<file path="src/rtl/game_pkg.sv">
// Shared encodings for the frame scheduler: renderer phases, client indices,
// VGA field widths and default timing constants.
package game_pkg;

  typedef enum logic [1:0] {
    IDLE = 2'd0,
    PH0  = 2'd1,
    PH1  = 2'd2,
    PH2  = 2'd3
  } phase_e;

  localparam int CLIENT_BG  = 0;
  localparam int CLIENT_OBS = 1;
  localparam int CLIENT_RUN = 2;
  localparam int N_CLIENT   = 3;

  localparam int VGA_XW = 8;
  localparam int VGA_YW = 7;
  localparam int VGA_CW = 3;

  localparam int TICK_DIV_DEFAULT = 3000000;
  localparam int WDOG_MAX_DEFAULT = 20000;

  function automatic logic [N_CLIENT-1:0] phase_grant(input phase_e p);
    case (p)
      PH0:     phase_grant = 3'b001;
      PH1:     phase_grant = 3'b010;
      PH2:     phase_grant = 3'b100;
      default: phase_grant = 3'b000;
    endcase
  endfunction

endpackage

</file>
<file path="src/rtl/tick_divider.sv">
// Game tick generator: one-cycle registered pulse every TICK_DIV cycles while run is high.
module tick_divider
  import game_pkg::*;
#(
  parameter int TICK_DIV = TICK_DIV_DEFAULT
) (
  input  logic clk,
  input  logic resetn,
  input  logic run,
  output logic tick
);

  localparam int CW = (TICK_DIV > 1) ? $clog2(TICK_DIV) : 1;
  localparam logic [CW-1:0] RELOAD = CW'(TICK_DIV - 1);

  logic [CW-1:0] cnt;

  // Holding the counter at RELOAD while stopped makes the first tick land TICK_DIV cycles after run rises.
  always_ff @(posedge clk) begin
    if (!resetn) begin
      cnt  <= RELOAD;
      tick <= 1'b0;
    end else if (!run) begin
      cnt  <= RELOAD;
      tick <= 1'b0;
    end else if (cnt == '0) begin
      cnt  <= RELOAD;
      tick <= 1'b1;
    end else begin
      cnt  <= cnt - CW'(1);
      tick <= 1'b0;
    end
  end

endmodule

</file>
<file path="src/rtl/vga_frame_scheduler.sv">
// Shares the single VGA write port among three renderers per frame and generates the game tick.
// Optional VGA_FRAME_STATS_EN adds frame and overrun counters; otherwise those ports read 0.
module vga_frame_scheduler
  import game_pkg::*;
#(
  parameter int TICK_DIV = TICK_DIV_DEFAULT,
  parameter int WDOG_MAX = WDOG_MAX_DEFAULT
) (
  input  logic                       clk,
  input  logic                       resetn,
  input  logic                       run,
  output logic                       tick,
  input  logic [N_CLIENT-1:0]        req,
  input  logic [N_CLIENT-1:0]        done,
  input  logic [N_CLIENT*VGA_XW-1:0] cx,
  input  logic [N_CLIENT*VGA_YW-1:0] cy,
  input  logic [N_CLIENT*VGA_CW-1:0] ccol,
  output logic [N_CLIENT-1:0]        grant,
  output logic [VGA_XW-1:0]          vga_x,
  output logic [VGA_YW-1:0]          vga_y,
  output logic [VGA_CW-1:0]          vga_colour,
  output logic                       vga_plot,
  output logic                       busy,
  output logic                       overrun,
  output logic                       timeout,
  output logic [7:0]                 frame_count,
  output logic [7:0]                 overrun_count
);

  localparam int WW = (WDOG_MAX > 1) ? $clog2(WDOG_MAX) : 1;

  phase_e          state, state_nxt;
  logic [WW-1:0]   wdog;
  logic            cur_req, cur_done, wdog_exp, skip, phase_exit, wdog_exit;
  logic            vld_p0;
  logic [VGA_XW-1:0] x_p0;
  logic [VGA_YW-1:0] y_p0;
  logic [VGA_CW-1:0] col_p0;

  tick_divider #(.TICK_DIV(TICK_DIV)) u_tick_divider (
    .clk    (clk),
    .resetn (resetn),
    .run    (run),
    .tick   (tick)
  );

  assign busy = (state != IDLE);

  always_comb begin
    cur_req  = 1'b0;
    cur_done = 1'b0;
    case (state)
      PH0: begin cur_req = req[CLIENT_BG];  cur_done = done[CLIENT_BG];  end
      PH1: begin cur_req = req[CLIENT_OBS]; cur_done = done[CLIENT_OBS]; end
      PH2: begin cur_req = req[CLIENT_RUN]; cur_done = done[CLIENT_RUN]; end
      default: ;
    endcase
    // A phase whose client had nothing to draw on entry is dropped after its first cycle.
    skip       = busy && (wdog == '0) && !cur_req;
    wdog_exp   = busy && (wdog == WW'(WDOG_MAX - 1));
    phase_exit = skip || (busy && cur_done) || wdog_exp;
    wdog_exit  = wdog_exp && !skip && !cur_done;

    state_nxt = state;
    case (state)
      IDLE:    if (tick)       state_nxt = PH0;
      PH0:     if (phase_exit) state_nxt = PH1;
      PH1:     if (phase_exit) state_nxt = PH2;
      PH2:     if (phase_exit) state_nxt = IDLE;
      default:                 state_nxt = IDLE;
    endcase
  end

  always_ff @(posedge clk) begin
    if (!resetn) begin
      state   <= IDLE;
      grant   <= '0;
      wdog    <= '0;
      overrun <= 1'b0;
      timeout <= 1'b0;
    end else begin
      state <= state_nxt;
      grant <= phase_grant(state_nxt);
      if (state_nxt != state) wdog <= '0;
      else if (busy)          wdog <= wdog + WW'(1);
      if (wdog_exit)     timeout <= 1'b1;
      if (tick && busy)  overrun <= 1'b1;
    end
  end

  // Stage p0: select the granted client's pixel.
  always_comb begin
    vld_p0 = |(grant & req);
    x_p0   = cx[CLIENT_BG*VGA_XW +: VGA_XW];
    y_p0   = cy[CLIENT_BG*VGA_YW +: VGA_YW];
    col_p0 = ccol[CLIENT_BG*VGA_CW +: VGA_CW];
    if (grant[CLIENT_OBS]) begin
      x_p0   = cx[CLIENT_OBS*VGA_XW +: VGA_XW];
      y_p0   = cy[CLIENT_OBS*VGA_YW +: VGA_YW];
      col_p0 = ccol[CLIENT_OBS*VGA_CW +: VGA_CW];
    end
    if (grant[CLIENT_RUN]) begin
      x_p0   = cx[CLIENT_RUN*VGA_XW +: VGA_XW];
      y_p0   = cy[CLIENT_RUN*VGA_YW +: VGA_YW];
      col_p0 = ccol[CLIENT_RUN*VGA_CW +: VGA_CW];
    end
  end

  // Stage p1: registered VGA write port; coordinates hold between plots.
  always_ff @(posedge clk) begin
    if (!resetn) begin
      vga_plot   <= 1'b0;
      vga_x      <= '0;
      vga_y      <= '0;
      vga_colour <= '0;
    end else begin
      vga_plot <= vld_p0;
      if (vld_p0) begin
        vga_x      <= x_p0;
        vga_y      <= y_p0;
        vga_colour <= col_p0;
      end
    end
  end

`ifdef VGA_FRAME_STATS_EN
  always_ff @(posedge clk) begin
    if (!resetn) begin
      frame_count   <= '0;
      overrun_count <= '0;
    end else begin
      if (state == PH2 && phase_exit)            frame_count   <= frame_count + 8'd1;
      if (tick && busy && overrun_count != 8'hFF) overrun_count <= overrun_count + 8'd1;
    end
  end
`else
  assign frame_count   = '0;
  assign overrun_count = '0;
`endif

endmodule
</file>
<file path="config.mk">
export PLATFORM = sky130hd
export DESIGN_NAME = vga_frame_scheduler
export DESIGN_NICKNAME = d
export VERILOG_FILES = /design/src/rtl/game_pkg.sv /design/src/rtl/tick_divider.sv /design/src/rtl/vga_frame_scheduler.sv
export SDC_FILE = /design/constraint.sdc
export NUM_CORES = 1
export LEC_CHECK = 0
export CAP_MARGIN = 20
export CORE_MARGIN = 4
export CORE_UTILIZATION = 36
export CTS_CLUSTER_DIAMETER = 150
export DETAILED_ROUTE_END_ITERATION = 6
export PLACE_DENSITY_LB_ADDON = 0.3
export SETUP_SLACK_MARGIN = 0.05
export SYNTH_ARGS = -nofsm -noshare
export SYNTH_HDL_FRONTEND = slang
export SYNTH_HIERARCHICAL = 1
export SYNTH_SLANG_ARGS = --single-unit
</file>
<file path="constraint.sdc">
create_clock -name clk -period 5 [get_ports clk]
set_clock_uncertainty 0.15 [all_clocks]
set_input_delay 1 -clock clk [delete_from_list [all_inputs] [get_ports clk]]
set_output_delay 1 -clock clk [all_outputs]
set_load 0.05 [all_outputs]
</file>
==> summary.md, run 1 <==
| Metric | Value |
|---|---|
| DP HPWL | approximately 6000 um |
| Post-Syn Instances | ~380 |
| Period utilization | 65.41% |
| Hold WC Path Type | reg2reg |
| Final hold vios | 0 |
| Most frequent cells in the layout | 88 x clkdlybuf4s50_1, 64 x dfxtp_1, 53 x nor2_1, 41 x mux2i_1, 38 x nand2_1 |
| Critical path arrival | roughly 2100 ps |
| Netlist cell types | 48 |
| Residual DRC count | 0 |
| Commonest non-fill, non-tap cell in the layout | clkdlybuf4s50_1 |
| GPL Wtd Cong | about 0.8 |
| Share of cells above drive strength 1 | around 6.0% |
| Port bufs | 88 |
| Top Ports | approximately 110 |
| Area delta synth->final | 33.63% |
| Worst-Skew Late Latency | approximately 330 ps |
| Relative slew slack | 51.52% |
| Starting Density | 37.35% |
| Largest net degree at the start of global routing | 38 |
| CTS-repair resized insts | 0 |
| Post-CTS Setup Bufs | 0 |
| Clock slew at reported path FFs | 70 ps |
| Synth Flop Type | dfxtp_1 |
| Sink Count | 64 |
| Site Rows | 34 |
| Fillcell total | roughly 820 |
| DIE WIDTH | 103.6 um |
| Worst setup EP type | output pin |
| Ys async rst share | 0% |
| Core ar. | 8806 um2 |
| Final Setup Violations | 0 |
| GR Util All Layers | 14.66% |
| Final ANT Viol Nets | 0 |
| Fin cells | ~570 |
| Pwr dens | 292.9 nW/um2 |
| Wirelength, routed | 7881 um |
| H-tree levels | 3 |
| Final Max Slew Viols | 0 |
| Fin nets | between 500 and 600 |
| Fmax achieved | ~300 MHz |
| Max_cap viols | 0 |
| DR vias | between 2,000 and 3,000 |
| Syn. warnings | 6 |
| First drt pass iteration count | 4 |
| Die area | 10,730 um2 |
| GRT Residual Overflow | 0 |
| Clock Path Buffers | 2 |
| EDFF count, synth | 0 |
| Vias in the first global route | 2,727 |
| Total negative slack | 0 ps |
| Leading area contributor after synthesis | dfxtp_1 |
| CTS tree | yes |
| Initial antenna violation count | 0 |
| DIE HEIGHT | 103.6 um |
| Post-DR vias/cell | just under 5 |
| Outcome | finished, final reports clean |
| Synth Area per Inst | 8.679 um2 |
| CTS Root Cell | clkbuf_8 |
| Wirelength per Cell | 13.78 um |
| First-pass GRT wire length | 13,180 um |
| Peak supply drop | around 150 uV |
| Setup Crit Path Kind | reg2out |
| Hold Buf Count CTS | 0 |
| Top cells by area, synth | dfxtp_1 39%, mux2i_1 12%, nor2_1 6.0% |
| Mapped Area | 3289 um2 |
| Post-synth top area share | 38.95% |
| RSZ-0062 raised after global routing | false |
| Crit-path max FO | 16 |
| Req. time, crit path | 3850 ps |
| Ant diodes | 0 |
| Cells after DPL | 556 |
| Pleak | between 1.5 and 2 nW |
| Synthesized flop and latch total | 64 |
| Slew @ Worst Pin | 726.4 ps |
| Register area share after synthesis | 38.95% |
| Starting DRT DRC Count | 86 |
| Num CTS Buffers | 9 |
| Worst setup SP type | register |
| Min Tclk post-route | 3270 ps |
[synthesized netlist by cell type (all sizes together), types with 2 or more instances]
cell	number
nor4b	2
nand3	8
or4	8
o21ai	23
nor2	53
o31a	3
buf	27
mux2i	41
nor4	8
o31ai	5
ha	3
a21oi	7
nor3	8
nand4	7
xnor2	15
xor2	9
inv	6
nand2	38
and3	4
or2	3
or3	4
nor2b	2
o211ai	5
clkbuf	10
dfxtp	64
nand2b	2
[layer usage]
metal  track usage [%]  part of all wire, %  vias to the layer above
met1             19.31                   47                     1262
met4             3.704                 0.41                        0
met2             23.93                   47                       71
li1                  -                    -                     1457
met5                 0                    0                        -
met3             3.918                  4.7                        2
[critical path, stage by stage, from the launching register on]
cell and delay (ps):
dfxtp_1 670, or2_2 290, clkdlybuf4s50_1 830
[cells by family (layout without fill, tap and decap cells)]
logic type / after synthesis / count (layout) / share of synthesized area, %
AND/OR/NAND/NOR: 153 / 153 / 22.86
AO/OA/AOI/OAI: 50 / 50 / 10.50
flip-flops: 64 / 64 / 38.95
multiplexers: 41 / 41 / 12.48
other: 1 / 16 / 0.1140
buffers and inverters: 43 / 113 / 7.569
XOR/XNOR: 24 / 24 / 6.391
adder cells (fa/ha/maj): 3 / 3 / 1.141
[layout make-up]
| class | count | area [um2] | area share [%] |
|---|---|---|---|
| multi-input cells | 287 | 1815 | 41.30 |
| well taps | 108 | 135.1 | 3.074 |
| inverters | 6 | 22.52 | 0.5124 |
| flip-flops and latches | 64 | 1281 | 29.15 |
| clock buffers | 11 | 151.4 | 3.444 |
| clock inverters | 5 | 86.33 | 1.964 |
| repair buffers | 91 | 903.4 | 20.55 |
[through the flow]
stage	utilization, %	worst slack [ps]	total power [mW]	hold WS (ps)	cell area (um2)
global placement	47.22	2035	0.7835	241.2	4158
finish	49.91	1730	1.287	265.6	4395
floorplan	-	2695	0.7093	228.9	3346
global route	49.91	1639	1.344	282.3	4395
detailed placement	47.22	1949	0.7862	249.4	4158
CTS	49.91	1714	1.302	267.2	4395
[where the power goes]
part | internal [mW] | switching (mW) | total (mW)
Sequential | 0.522 | 0.0147 | 0.537
Clock | 0.312 | 0.202 | 0.514
Combinational | 0.103 | 0.134 | 0.236
[flip-flops by register name, summed over array words and instances, names as in the netlist, 2 cells and up]
| name | cells |
|---|---|
| grant | 3 |
| state | 2 |
| u_tick_divider/cnt | 22 |
| vga_colour | 3 |
| vga_x | 8 |
| vga_y | 7 |
| wdog | 15 |
[worst paths after layout]
| check | start | endpoint | slack [ps] | cells past startpoint |
|---|---|---|---|---|
| worst max register to register | u_tick_divider/cnt[0] | u_tick_divider/cnt[18] | 2440 | 6 |
| worst min register to register | u_tick_divider/cnt[0] | u_tick_divider/cnt[0] | 270 | 1 |
| worst min-delay path | u_tick_divider/cnt[0] | u_tick_divider/cnt[0] | 270 | 1 |
| worst max-delay path | state[1] | busy | 1730 | 2 |
No activity file was read; power rests on OpenSTA's default activity.
==> run 2: changes to the inputs <==
==> constraint.sdc (replaced) <==
create_clock -name clk -period 3.3 [get_ports clk]
set_clock_uncertainty 0.15 [all_clocks]
set_input_delay 0.66 -clock clk [delete_from_list [all_inputs] [get_ports clk]]
set_output_delay 0.66 -clock clk [all_outputs]
set_load 0.05 [all_outputs]
==> run 2 against run 1 <==
Compared with the run above: sequential share of layout area barely moved; total power increased by 50%; register-to-register slack worse by 1600 ps; sequential power increased by 50%; via count rose by 2.1%; first-iteration DRC count increased by 44%; die area is the same; non-clock buffer count up 2; final cell count up 0.35%; critical endpoint unchanged.
==> summary.md, run 2 (synthesis results as in run 1) <==
| Metric | Value |
|---|---|
| Final ANT Viol Nets | 0 |
| Largest net degree at the start of global routing | 39 |
| Total negative slack | 0 ps |
| Clock slew at reported path FFs | 70 ps |
| Wirelength, routed | 7800 um |
| Final core utilization | 50.00% |
| Port bufs | 88 |
| Reg with most FFs | u_tick_divider/cnt |
| GR Util All Layers | around 15% |
| DR vias | 2,852 |
| Req. time, crit path | 2490 ps |
| Max reg flops | 22 |
| Core ar. | 8806 um2 |
| CTS Root Cell | clkbuf_8 |
| H-tree levels | 3 |
| Critical hold path startpoint | u_tick_divider/cnt[0] |
| Post-DR vias/cell | a little under 5 |
| Fin nets | 527 |
| First drt pass iteration count | 4 |
| Worst setup margin | 442.2 ps |
| Critical path arrival | 2050 ps |
| Site Rows | 34 |
| Crit-path max FO | 14 |
| RSZ-0062 raised after global routing | false |
| Hold depth | 1 |
| Sink Count | 64 |
| Final Setup Violations | 0 |
| DIE HEIGHT | 103.6 um |
| Final hold vios | 0 |
| Gate power share | between 10% and 20% |
| CTS tree | yes |
| Most frequent cells in the layout | 88 x clkdlybuf4s50_1, 64 x dfxtp_1, 53 x nor2_1, 41 x mux2i_1, 38 x nand2_1 |
| Worst-Skew Late Latency | 330 ps |
| CTS-repair resized insts | 0 |
| Slew @ Worst Pin | 682.3 ps |
| Final Max Slew Viols | 0 |
| Hold Buf Count CTS | 0 |
| DP HPWL | roughly 5700 um |
| DIE WIDTH | approximately 100 um |
| GPL Wtd Cong | 0.7787 |
| Reg2reg path depth | 6 |
| Commonest non-fill, non-tap cell in the layout | clkdlybuf4s50_1 |
| Hold WC Path Type | reg2reg |
| Worst setup SP type | register |
| Wirelength per Cell | about 14 um |
| Int Power | 1.415 mW |
| Starting Density | a little under two fifths |
| Clock power share | 39.3% |
| Switching share of power | between 20 and 30% |
| Vias in the first global route | 2,779 |
| Fmax achieved | 349.9 MHz |
| Starting DRT DRC Count | 124 |
| Sequential share of power | 41.7% |
| Register-to-register setup slack | approximately 800 ps |
| Area delta synth->final | 33.85% |
| GRT Residual Overflow | 0 |
| Top Ports | 105 |
| Min Tclk post-route | 2858 ps |
| Ant diodes | 0 |
| Pwr dens | 439.8 nW/um2 |
| Max_cap viols | 0 |
| Outcome | finished, final reports clean |
| Pleak | 1.636 nW |
| Switching Power | 521.2 uW |
| Setup Crit Path Kind | reg2out |
| Relative slew slack | 54.38% |
| Share of cells above drive strength 1 | 6.438% |
| Post-CTS Setup Bufs | 0 |
| First-pass GRT wire length | 13,410 um |
| Clock Path Buffers | 2 |
| Largest registers | u_tick_divider/cnt: 22 flops, wdog: 15 flops, vga_x: 8 flops |
| Crit path from | state[0] |
| Num CTS Buffers | 9 |
| Die area | roughly 11,000 um2 |
| Residual DRC count | 0 |
| FF-to-FF Start | u_tick_divider/cnt[0] |
| Period utilization | 86.60% |
| Worst setup EP type | output pin |
| Peak supply drop | 208.2 uV |
| Initial antenna violation count | 0 |
| Pre-CTS setup slack | 783.6 ps |
-- run 2: area by class of cell --
type	count	area, um2
fillers	834	4403
flip-flops and latches	64	1281
inverters	6	22.52
clock buffers	11	151.4
clock inverters	5	78.83
repair buffers	93	918.4
well taps	108	135.1
multi-input cells	287	1815
-- run 2: critical path, stage by stage (launching register included) --
cell and delay (ps):
dfxtp_1 600, or2_2 290, clkdlybuf4s50_1 830
-- run 2: worst paths after layout --
path,to
hold / removal,u_tick_divider/cnt[0]
setup reg to reg,u_tick_divider/cnt[18]
setup / recovery,busy
hold reg to reg,u_tick_divider/cnt[0]
-- run 2: power by group through the flow --
stage / logic, mW / registers (mW) / clock network (mW)
after CTS: 0.372 / 0.807 / 0.779
after global placement: 0.367 / 0.823 / 0
after detailed placement: 0.370 / 0.824 / 0
after floorplan: 0.212 / 0.863 / 0
after global routing: 0.396 / 0.810 / 0.826
final: 0.369 / 0.807 / 0.761
-- run 2: through the flow --
step	power, mW	area (um2)	hold slack (ps)	cells
floorplan	1.075	3346	228.9	394
global placement	1.190	4173	238.5	558
detailed placement	1.195	4173	254.5	558
CTS	1.958	4403	272.7	574
global route	2.032	4403	298.7	574
finish	1.937	4403	271.6	574
-- run 2: metal layers --
layer / vias to the layer above / part of all wire [%] / GRT usage (%)
met5: - / 0 / 0
met4: 0 / 0.71 / 3.609
met3: 6 / 5.5 / 4.229
met2: 78 / 46 / 23.93
met1: 1315 / 48 / 19.51
li1: 1453 / - / -
